===== src/rtl/ntt_pkg.sv =====
// ntt_pkg
// Shared widths and pipeline payload types for the NTT accelerator's
// modular-multiplier datapath.
//   COEF_W      coefficient / modulus width
//   QINV_W      width of the -q^-1 mod 2^RLOG constant
//   RLOG_DEF    default Montgomery exponent (R = 2^RLOG_DEF)
//   NUM_REQ_DEF default number of requesters sharing the multiplier
//   REQ_ID_W    requester tag width carried through the pipeline
package ntt_pkg;

    localparam int COEF_W      = 16;
    localparam int QINV_W      = 18;
    localparam int RLOG_DEF    = 18;
    localparam int NUM_REQ_DEF = 4;
    localparam int REQ_ID_W    = $clog2(NUM_REQ_DEF);

    typedef struct packed {
        logic [COEF_W-1:0]   in1;
        logic [COEF_W-1:0]   in2;
        logic [REQ_ID_W-1:0] id;
    } mul_req_t;

    typedef struct packed {
        logic [COEF_W-1:0]   result;
        logic [REQ_ID_W-1:0] id;
    } mul_rsp_t;

endpackage


===== src/rtl/multiplier.sv =====
// multiplier
// Combinational Montgomery product: result = in1*in2*R^-1 mod q, R = 2^RLOG,
// fully reduced to [0, q). Operands are assumed to be below q.
//   in1_i, in2_i  operands
//   modulus_i     q
//   qinv_i        -q^-1 mod 2^RLOG
//   result_o      reduced product
module multiplier
    import ntt_pkg::*;
#(
    parameter int RLOG = RLOG_DEF
) (
    input  logic [COEF_W-1:0] in1_i,
    input  logic [COEF_W-1:0] in2_i,
    input  logic [COEF_W-1:0] modulus_i,
    input  logic [QINV_W-1:0] qinv_i,
    output logic [COEF_W-1:0] result_o
);

    localparam int A_W   = 2 * COEF_W;
    localparam int UQ_W  = RLOG + COEF_W;
    // a < 2^32 and u*q < 2^(RLOG+16): one carry bit covers the sum when RLOG >= 16.
    localparam int SUM_W = RLOG + COEF_W + 1;
    localparam int T_W   = COEF_W + 1;

    logic [A_W-1:0]   a;
    logic [RLOG-1:0]  u;
    logic [UQ_W-1:0]  uq;
    logic [SUM_W-1:0] sum;
    logic [T_W-1:0]   t;
    logic [T_W-1:0]   red;

    assign a   = A_W'(in1_i) * A_W'(in2_i);
    // Only the low RLOG bits of a*qinv matter.
    assign u   = RLOG'((A_W+QINV_W)'(a) * (A_W+QINV_W)'(qinv_i));
    assign uq  = UQ_W'(u) * UQ_W'(modulus_i);
    // a + u*q is an exact multiple of R, so the shift drops only zeros.
    assign sum = SUM_W'(a) + SUM_W'(uq);
    assign t   = T_W'(sum >> RLOG);
    // With operands below q, t < 2q, so a single conditional subtract suffices.
    assign red = (t >= T_W'(modulus_i)) ? (t - T_W'(modulus_i)) : t;
    assign result_o = COEF_W'(red);

endmodule


===== src/rtl/rr_arbiter.sv =====
// rr_arbiter
// Combinational round-robin selector: picks the first asserted request at or
// above ptr_i, wrapping around. Nothing is granted while en_i is low.
//   req_i        per-requester request vector
//   ptr_i        index with highest priority this cycle
//   en_i         grant enable
//   grant_o      one-hot grant (all zero when nothing granted)
//   grant_idx_o  index of the granted requester (0 when nothing granted)
module rr_arbiter #(
    parameter  int NUM_REQ = 4,
    localparam int ID_W    = $clog2(NUM_REQ)
) (
    input  logic [NUM_REQ-1:0] req_i,
    input  logic [ID_W-1:0]    ptr_i,
    input  logic               en_i,
    output logic [NUM_REQ-1:0] grant_o,
    output logic [ID_W-1:0]    grant_idx_o
);

    localparam logic [ID_W:0] NUM_REQ_W = (ID_W+1)'(NUM_REQ);

    // One extra bit so ptr + offset never overflows before the wrap.
    logic [ID_W:0] cand;
    logic          found;

    always_comb begin
        grant_o     = '0;
        grant_idx_o = '0;
        found       = 1'b0;
        cand        = '0;
        for (int k = 0; k < NUM_REQ; k++) begin
            cand = {1'b0, ptr_i} + (ID_W+1)'(k);
            if (cand >= NUM_REQ_W) begin
                cand = cand - NUM_REQ_W;
            end
            if (en_i && !found && req_i[cand[ID_W-1:0]]) begin
                found                     = 1'b1;
                grant_o[cand[ID_W-1:0]]   = 1'b1;
                grant_idx_o               = cand[ID_W-1:0];
            end
        end
    end

endmodule


===== src/rtl/mulmod_arbiter.sv =====
// mulmod_arbiter
// Shares one Montgomery multiplier between NUM_REQ requesters through a
// round-robin arbiter and a two-stage pipeline (S0: operands, S1: result).
// Also holds the shared modulus / qinv configuration.
//   clk_i, rst_i            clock, synchronous active-high reset
//   cfg_we_i                config write (taken only when the pipeline is empty)
//   cfg_modulus_i/qinv_i    q and -q^-1 mod 2^PARAM_RLOG
//   cfg_busy_o              an operation is in flight
//   req_valid_i/ready_o     per-requester handshake; ready is the grant
//   req_in1_i/in2_i         packed operands, requester i at [16*i +: 16]
//   rsp_valid_o/ready_i     result handshake with backpressure
//   rsp_id_o, rsp_result_o  requester tag and reduced product
module mulmod_arbiter
    import ntt_pkg::*;
#(
    parameter  int NUM_REQ    = NUM_REQ_DEF,
    parameter  int PARAM_RLOG = RLOG_DEF,
    localparam int ID_W       = $clog2(NUM_REQ)
) (
    input  logic                      clk_i,
    input  logic                      rst_i,
    input  logic                      cfg_we_i,
    input  logic [COEF_W-1:0]         cfg_modulus_i,
    input  logic [QINV_W-1:0]         cfg_qinv_i,
    output logic                      cfg_busy_o,
    input  logic [NUM_REQ-1:0]        req_valid_i,
    output logic [NUM_REQ-1:0]        req_ready_o,
    input  logic [NUM_REQ*COEF_W-1:0] req_in1_i,
    input  logic [NUM_REQ*COEF_W-1:0] req_in2_i,
    output logic                      rsp_valid_o,
    input  logic                      rsp_ready_i,
    output logic [ID_W-1:0]           rsp_id_o,
    output logic [COEF_W-1:0]         rsp_result_o
);

    localparam logic [ID_W:0] NUM_REQ_W = (ID_W+1)'(NUM_REQ);

    logic               s0_valid_q, s0_valid_d;
    mul_req_t           s0_q, s0_d;
    logic               s1_valid_q, s1_valid_d;
    mul_rsp_t           s1_q, s1_d;
    logic [ID_W-1:0]    rr_ptr_q, rr_ptr_d;
    logic [COEF_W-1:0]  modulus_q, modulus_d;
    logic [QINV_W-1:0]  qinv_q, qinv_d;

    logic               cfg_take;
    logic               s0_adv;
    logic               s1_adv;
    logic               arb_en;
    logic               grant_any;
    logic [NUM_REQ-1:0] grant;
    logic [ID_W-1:0]    grant_idx;
    logic [ID_W:0]      ptr_inc;
    logic [COEF_W-1:0]  core_result;

    logic [COEF_W-1:0]  in1_arr [NUM_REQ];
    logic [COEF_W-1:0]  in2_arr [NUM_REQ];

    generate
        for (genvar gi = 0; gi < NUM_REQ; gi++) begin : g_unpack
            assign in1_arr[gi] = req_in1_i[COEF_W*gi +: COEF_W];
            assign in2_arr[gi] = req_in2_i[COEF_W*gi +: COEF_W];
        end
    endgenerate

    assign s1_adv   = !s1_valid_q || rsp_ready_i;
    assign s0_adv   = !s0_valid_q || s1_adv;
    assign cfg_take = cfg_we_i && !s0_valid_q && !s1_valid_q;
    // A config write owns the cycle; gating with reset keeps ready low while held in reset.
    assign arb_en   = s0_adv && !cfg_take && !rst_i;

    rr_arbiter #(
        .NUM_REQ (NUM_REQ)
    ) u_arb (
        .req_i       (req_valid_i),
        .ptr_i       (rr_ptr_q),
        .en_i        (arb_en),
        .grant_o     (grant),
        .grant_idx_o (grant_idx)
    );

    multiplier #(
        .RLOG (PARAM_RLOG)
    ) u_mul (
        .in1_i     (s0_q.in1),
        .in2_i     (s0_q.in2),
        .modulus_i (modulus_q),
        .qinv_i    (qinv_q),
        .result_o  (core_result)
    );

    assign grant_any = |grant;
    assign ptr_inc   = {1'b0, grant_idx} + (ID_W+1)'(1);

    always_comb begin
        s0_valid_d = s0_valid_q;
        s0_d       = s0_q;
        s1_valid_d = s1_valid_q;
        s1_d       = s1_q;
        rr_ptr_d   = rr_ptr_q;
        modulus_d  = modulus_q;
        qinv_d     = qinv_q;

        if (cfg_take) begin
            modulus_d = cfg_modulus_i;
            qinv_d    = cfg_qinv_i;
        end

        if (s1_adv) begin
            s1_valid_d  = s0_valid_q;
            s1_d.result = core_result;
            s1_d.id     = s0_q.id;
        end

        // S0 refills in the same cycle S1 drains, so full rate is one result per cycle.
        if (s0_adv) begin
            s0_valid_d = grant_any;
            if (grant_any) begin
                s0_d.in1 = in1_arr[grant_idx];
                s0_d.in2 = in2_arr[grant_idx];
                s0_d.id  = REQ_ID_W'(grant_idx);
                rr_ptr_d = (ptr_inc == NUM_REQ_W) ? '0 : ID_W'(ptr_inc);
            end
        end
    end

    always_ff @(posedge clk_i) begin
        if (rst_i) begin
            s0_valid_q <= 1'b0;
            s0_q       <= '0;
            s1_valid_q <= 1'b0;
            s1_q       <= '0;
            rr_ptr_q   <= '0;
            modulus_q  <= '0;
            qinv_q     <= '0;
        end else begin
            s0_valid_q <= s0_valid_d;
            s0_q       <= s0_d;
            s1_valid_q <= s1_valid_d;
            s1_q       <= s1_d;
            rr_ptr_q   <= rr_ptr_d;
            modulus_q  <= modulus_d;
            qinv_q     <= qinv_d;
        end
    end

    assign req_ready_o  = grant;
    assign cfg_busy_o   = s0_valid_q || s1_valid_q;
    assign rsp_valid_o  = s1_valid_q;
    assign rsp_id_o     = ID_W'(s1_q.id);
    assign rsp_result_o = s1_q.result;

endmodule


===== config.mk =====
export PLATFORM = sky130hd
export DESIGN_NAME = mulmod_arbiter
export DESIGN_NICKNAME = d
export VERILOG_FILES = /design/src/rtl/ntt_pkg.sv /design/src/rtl/multiplier.sv /design/src/rtl/rr_arbiter.sv /design/src/rtl/mulmod_arbiter.sv
export SDC_FILE = /design/constraint.sdc
export NUM_CORES = 2
export LEC_CHECK = 0
export ABC_AREA = 0
export CORE_MARGIN = 2
export CORE_UTILIZATION = 25
export DETAILED_ROUTE_END_ITERATION = 10
export SLEW_MARGIN = 20
export SYNTH_ARGS = -nofsm -noshare
export SYNTH_HDL_FRONTEND = slang
export SYNTH_SLANG_ARGS = --single-unit

===== constraint.sdc =====
create_clock -name clk_i -period 39.8 [get_ports clk_i]
set_input_delay 7.96 -clock clk_i [delete_from_list [all_inputs] [get_ports clk_i]]
set_output_delay 7.96 -clock clk_i [all_outputs]
set_load 0.01 [all_outputs]

-- Yosys cells after proc, flatten, opt, wreduce, memory -nomap -nowiden
Cells that the tools add are included.
Widths: inputs -> output; s select.
- output and inout port bits: 24
- word-level logic and storage cells: 108
- input port bits: 170
- flip-flop bits (word level): 90
- bitwise logic cells: 4
- eq/ne operators: 1
- order comparisons: 14
- add/subtract/negate cells: 10
- multiply operators: 3
- multiplexer cells: 39
- reduce and logical (&&, ||, !) cells: 27
- operator list (operator ; count):
    $mux 16 ; 5
    $bmux 16 s2 ; 2
    $add 32x34->35 ; 1
    $mul 18x16->34 ; 1
    $mul 16x16->32 ; 1
    $mul 32x18->18 ; 1
    $mux 2 ; 9
    $ge 17x16->1 ; 1
    $mux 4 ; 4
    $sub 16x16->16 ; 1
    $logic_and 1x1->1 ; 15
    $ge 3x3->1 const B ; 4
    $lt 2x3->1 const B ; 4
    $or 4x4->4 ; 3
    $mux 1 ; 11
    $bmux 1 s2 ; 4
    $demux 1 s2 ; 4
    $ge 2x1->1 const B ; 4
    $sub 2x1->2 const B ; 4
    $logic_not 1->1 ; 7
    $add 2x1->3 const B ; 2
    $add 2x2->3 const B ; 2
    $reduce_or 4->1 ; 1
    $eq 3x3->1 const B ; 1
    other kinds (4) ; 6

-- Longest topological paths before layout
- depth after elaboration: 24
- gate-level depth with buffers: 70
- gate-level depth less buffers: 67

-- Hierarchy
Synthesis repeated with hierarchy kept, for this count alone.
- cells, all modules: 3273
- area, all modules: 28707.5 µm²
- by module, submodules not included (module ; area each (µm²) ; times used ; seq. area each (µm²) ; cells each):
    multiplier ; 24044.3 ; 1 ; 0.0 ; 2758
    mulmod_arbiter ; 4026.4 ; 1 ; 1801.7 ; 444
    rr_arbiter ; 636.9 ; 1 ; 0.0 ; 71

-- Least setup slack after synthesis
No wires, ideal clock.
- kind: in2out
- from: in req_valid_i[3]
- to: out req_ready_o[1]
- stages on the path: 5
- data required time: 31840 ps
- slack: 22442 ps
- arrival time: 9398 ps
- cell sequence: mux4_2 -> nand2b_1 -> nor3_1 -> a222oi_1 -> o21ai_0
- word-level cells in the longest chain between the ends: 16
- elaborated cells between the ends (all ways): 28
- ends and longest elaborated chain (what ; line ; source):
    from (decl) ; mulmod_arbiter.sv:26 ; input logic [NUM_REQ-1:0] req_valid_i,
    $bmux 1 s2 ; rr_arbiter.sv:36 ; if (en_i && !found && req_i[cand[ID_W-1:0]]) begin
    $mux 1 (implied by the code) ; rr_arbiter.sv:36 ;
    $logic_and 1x1->1 ; rr_arbiter.sv:36 ;
    $mux 1 ; rr_arbiter.sv:36 ;
    $logic_not 1->1 ; rr_arbiter.sv:36 ;
    $logic_and 1x1->1 (2 in series) ; rr_arbiter.sv:36 ;
    $mux 1 ; rr_arbiter.sv:36 ;
    $logic_not 1->1 ; rr_arbiter.sv:36 ;
    $logic_and 1x1->1 (2 in series) ; rr_arbiter.sv:36 ;
    $mux 1 ; rr_arbiter.sv:36 ;
    $logic_not 1->1 ; rr_arbiter.sv:36 ;
    $logic_and 1x1->1 (2 in series) ; rr_arbiter.sv:36 ;
    $mux 4 * ; rr_arbiter.sv:36 ;
    to (decl) ; mulmod_arbiter.sv:27 ; output logic [NUM_REQ-1:0] req_ready_o,
Every way passes the cells marked *; elsewhere a longest branch is shown, timed or not. The select of a mux whose other input is x is not followed.

-- Final worst setup path
- from: in cfg_we_i
- to: out req_ready_o[3]
- word-level cells in the longest chain between the ends: 19
- elaborated cells between the ends (all ways): 25
- ends and longest elaborated chain (what ; line ; source):
    from (decl) ; mulmod_arbiter.sv:22 ; input logic cfg_we_i,
    $logic_and 1x1->1 * (2 in series) ; mulmod_arbiter.sv:68 ; assign cfg_take = cfg_we_i && !s0_valid_q && !s1_valid_q;
    $logic_not 1->1 * ; mulmod_arbiter.sv:70 ; assign arb_en = s0_adv && !cfg_take && !rst_i;
    $logic_and 1x1->1 * (2 in series) ; mulmod_arbiter.sv:70 ;
    $logic_and 1x1->1 ; rr_arbiter.sv:36 ;
    $mux 1 ; rr_arbiter.sv:36 ;
    $logic_not 1->1 ; rr_arbiter.sv:36 ;
    $logic_and 1x1->1 (2 in series) ; rr_arbiter.sv:36 ;
    $mux 1 ; rr_arbiter.sv:36 ;
    $logic_not 1->1 ; rr_arbiter.sv:36 ;
    $logic_and 1x1->1 (2 in series) ; rr_arbiter.sv:36 ;
    $mux 1 ; rr_arbiter.sv:36 ;
    $logic_not 1->1 ; rr_arbiter.sv:36 ;
    $logic_and 1x1->1 (2 in series) ; rr_arbiter.sv:36 ;
    $mux 4 * ; rr_arbiter.sv:36 ;
Every way passes the cells marked *; elsewhere a longest branch is shown, timed or not.

==> reports/results.tsv <==
stage	metric	value	unit
status	status	finished clean	
yosys	Unique masters post-synth	75	
timing	setup violators final	0	
timing	hold slack	0.460	ns
worst_setup_path	crit path max fanout	35	
clock_network	Post-CTS Hold Buffers	0	
worst_setup_path	CP Launch Type	input pin	
timing	Tmin final	19.19	ns
timing	Final Max Tran Viols	0	
die	Core ar.	114000	µm²
timing	fin crit share	48.2	%
place	number of port buffers	193	
yosys	post-synthesis register bit count	90	
run	Max Cap Viol	0	
cells_and_area	layout cell share with drive strength beyond 1	3.26	%
clock_network	Longest Clk Path Bufs	2	
timing	worst slew pin tran	1.12	ns
worst_setup_path	Worst EP arrival	11.23	ns
die	initial core utilization	25.2	%
yosys	yosys warns	0	
yosys	Mean Syn Cell Area	8.58	µm²
detailed_routing	# DRC	0	
detailed_routing	Via density	4.48	
timing	Fmax	52.1	MHz
yosys	area share of the largest cell type after synthesis	38.7	%
clock_network	Clock Sinks	90	
cells_and_area	register area	1800	µm²
grt	GRT overflow	0	
pwr	P per Cell Area	48.8	nW/µm²
grt	antenna violations before repair	2	
yosys	register area share after synthesis	6.26	%
pwr	Leak Pwr	15.4	nW
yosys	Syn Inst Count	3354	
cells_and_area	Nets	4438	
clock_network	post-CTS setup buffers	0	
yosys	syn nets	4364	
yosys	ys flop type	dfxtp_1	
die	die area	118000	µm²
yosys	asr flop ratio synth	0	%
timing	Hold Violations, Final	0	
die	Die Ht	343	µm
timing	Final TNS setup	0	ns
yosys	Post-synth EDFFs	0	
clock_network	H-tree depth	3	
pwr	worst-case vdd ir drop	0.103	mV
clock_network	Clock Latency Late Sink	0.42	ns
detailed_routing	final WL	79200	µm
detailed_routing	initial drt markers	1199	
hold_path	HP Class	flip-flop to flip-flop	
detailed_routing	DRT Pass-1 Iters	5	
clock_network	CTS tree	yes	
grt	largest net degree at the start of global routing	67	
timing	unrepaired setup endpoints after global routing	false	
place	final RePlAce weighted congestion	0.861	
pwr	power consumption	1.59	mW
worst_setup_path	Req. time, crit path	31.84	ns
worst_setup_path	Setup CP Type	input pin to output pin	
clock_network	CTS root buffer	clkbuf_16	
yosys	Synth area leader	fa_1	
place	post-detail-place hpwl	63700	µm
detailed_routing	antenna viol nets, final	0	
cells_and_area	Multi-input gate area	23800	µm²
die	number of I/O pins	194	
clock_network	PostCTS Resize Cnt	0	
yosys	synthesized area	28800	µm²
clock_network	TritonCTS Buffers	9	
die	Die W	343	µm
cells_and_area	area grow syn2layout	13.3	%
die	row cnt	124	
detailed_routing	WL/cell	16.0	µm
grt	first-pass GRT wire length	128000	µm
cells_and_area	filler instances	12200	
clock_network	Worst-path clk slew	0.07	ns
detailed_routing	vias after detailed routing	22200	
yosys	ranking of synthesized cells by area	fa_1 39%, ha_1 12%, inv_1 9.5%	
grt	aggregate global-route resource usage	13.8	%
timing	slew margin rel.	25.3	%
grt	vias in the first global route	23400	
timing	skew final	0.0147	ns
worst_setup_path	Crit. End Element	output pin	
[synthesized netlist by cell type, types with 12 or more instances]
cell type  count
dfxtp_1       90
a211oi_1      12
mux2_2        34
a21o_1        20
clkbuf_1     143
o21bai_1      13
o21ai_0       39
o211ai_1      42
a21oi_1      131
nor2_1        50
nand2b_1      23
nand3_1       33
and2_1       308
xor2_1        13
inv_1        727
fa_1         557
nand2_1      524
mux2i_1       36
ha_1         283
nor3_1        18
nor2b_1       12
xnor2_1       71
and3_1        30
a311oi_1      13
[placed cells by master, fill, tap and decap left out, types with 18 or more instances in the layout]
cell,n
a21oi_1,131
o211ai_1,42
dfxtp_1,90
xnor2_1,60
fa_1,557
and3_1,30
ha_1,283
nand2_1,524
mux2_2,34
nor2_1,50
mux2i_1,36
a21o_1,20
buf_4,29
inv_1,727
nor3_1,18
nand2b_1,23
o21ai_0,39
nand3_1,33
and2_1,308
clkdlybuf4s50_1,192
[area by class of cell]
cell class,count,share of cell area (%)
Timing Repair Buffer,221,6.56
Antenna cell,1,0.00767
Tap cell,1512,5.80
Multi-Input combinational cell,2379,72.9
Sequential cell,90,5.52
Inverter,727,8.36
Clock inverter,5,0.115
Clock buffer,11,0.744
[power by group]
part           total (mW)  switching (mW)  internal (mW)  leakage (nW)
clock              0.0925          0.0482         0.0443         0.132
combinational        1.32           0.791          0.534          14.5
sequential          0.175          0.0622          0.113         0.739
[critical path, cell delays in order]
cell	delay [ns]
clkdlybuf4s50_1	0.42
nor3b_4	0.15
buf_4	0.27
a211oi_1	0.51
nand2b_1	0.21
nand4b_1	0.41
o21ai_0	0.63
clkdlybuf4s50_1	0.67
[path summary, 6_finish.rpt]
| check | slack, ns | cells past startpoint | start | end |
|---|---|---|---|---|
| max | 20.61 | 8 | cfg_we_i | req_ready_o[3] |
| min | 0.46 | 2 | rsp_id_o[1] | rsp_id_o[1] |
| max reg2reg | 21.07 | 58 | s0_q[26] | rsp_result_o[0] |
| min reg2reg | 0.46 | 2 | rsp_id_o[1] | rsp_id_o[1] |
[per-stage QoR]
step,utilization (%),cells,cell area (µm²),setup WS (ns)
after floorplan,-,3354,28800,22.44
after global placement,28.3,4929,32300,20.63
after detailed placement,28.3,4929,32300,20.58
after CTS,28.5,4945,32600,20.57
after global routing,28.5,4945,32600,19.86
final,28.5,4946,32600,20.61
[layer usage]
layer | up-vias | share of wire (%) | track usage, %
li1 | 10400 | - | -
met1 | 11100 | 47 | 19.2
met2 | 602 | 46 | 22.3
met3 | 58 | 6.3 | 2.70
met4 | 0 | 1.1 | 2.34
met5 | - | 0 | 0
[cell families (layout without fill, tap and decap cells)]
logic type	count (synthesis)	in the layout	share of synthesized area (%)
compound gates	339	339	7.71
xor+xnor	91	91	3.09
fa+ha+maj	840	840	51.0
buf+inv	885	964	11.6
flops	90	90	6.26
mux	73	73	2.82
other cells	0	1	0
simple gates	1036	1036	17.5
[flip-flops by register name (all words and copies together), names as in the netlist, named ones only]
signal	count
rsp_id_o	2
rsp_result_o	16
rsp_valid_o	1
s0_valid_q	1
qinv_q	18
rr_ptr_q	1
s0_q	34
modulus_q	16
(Power assumes the default switching activity.)
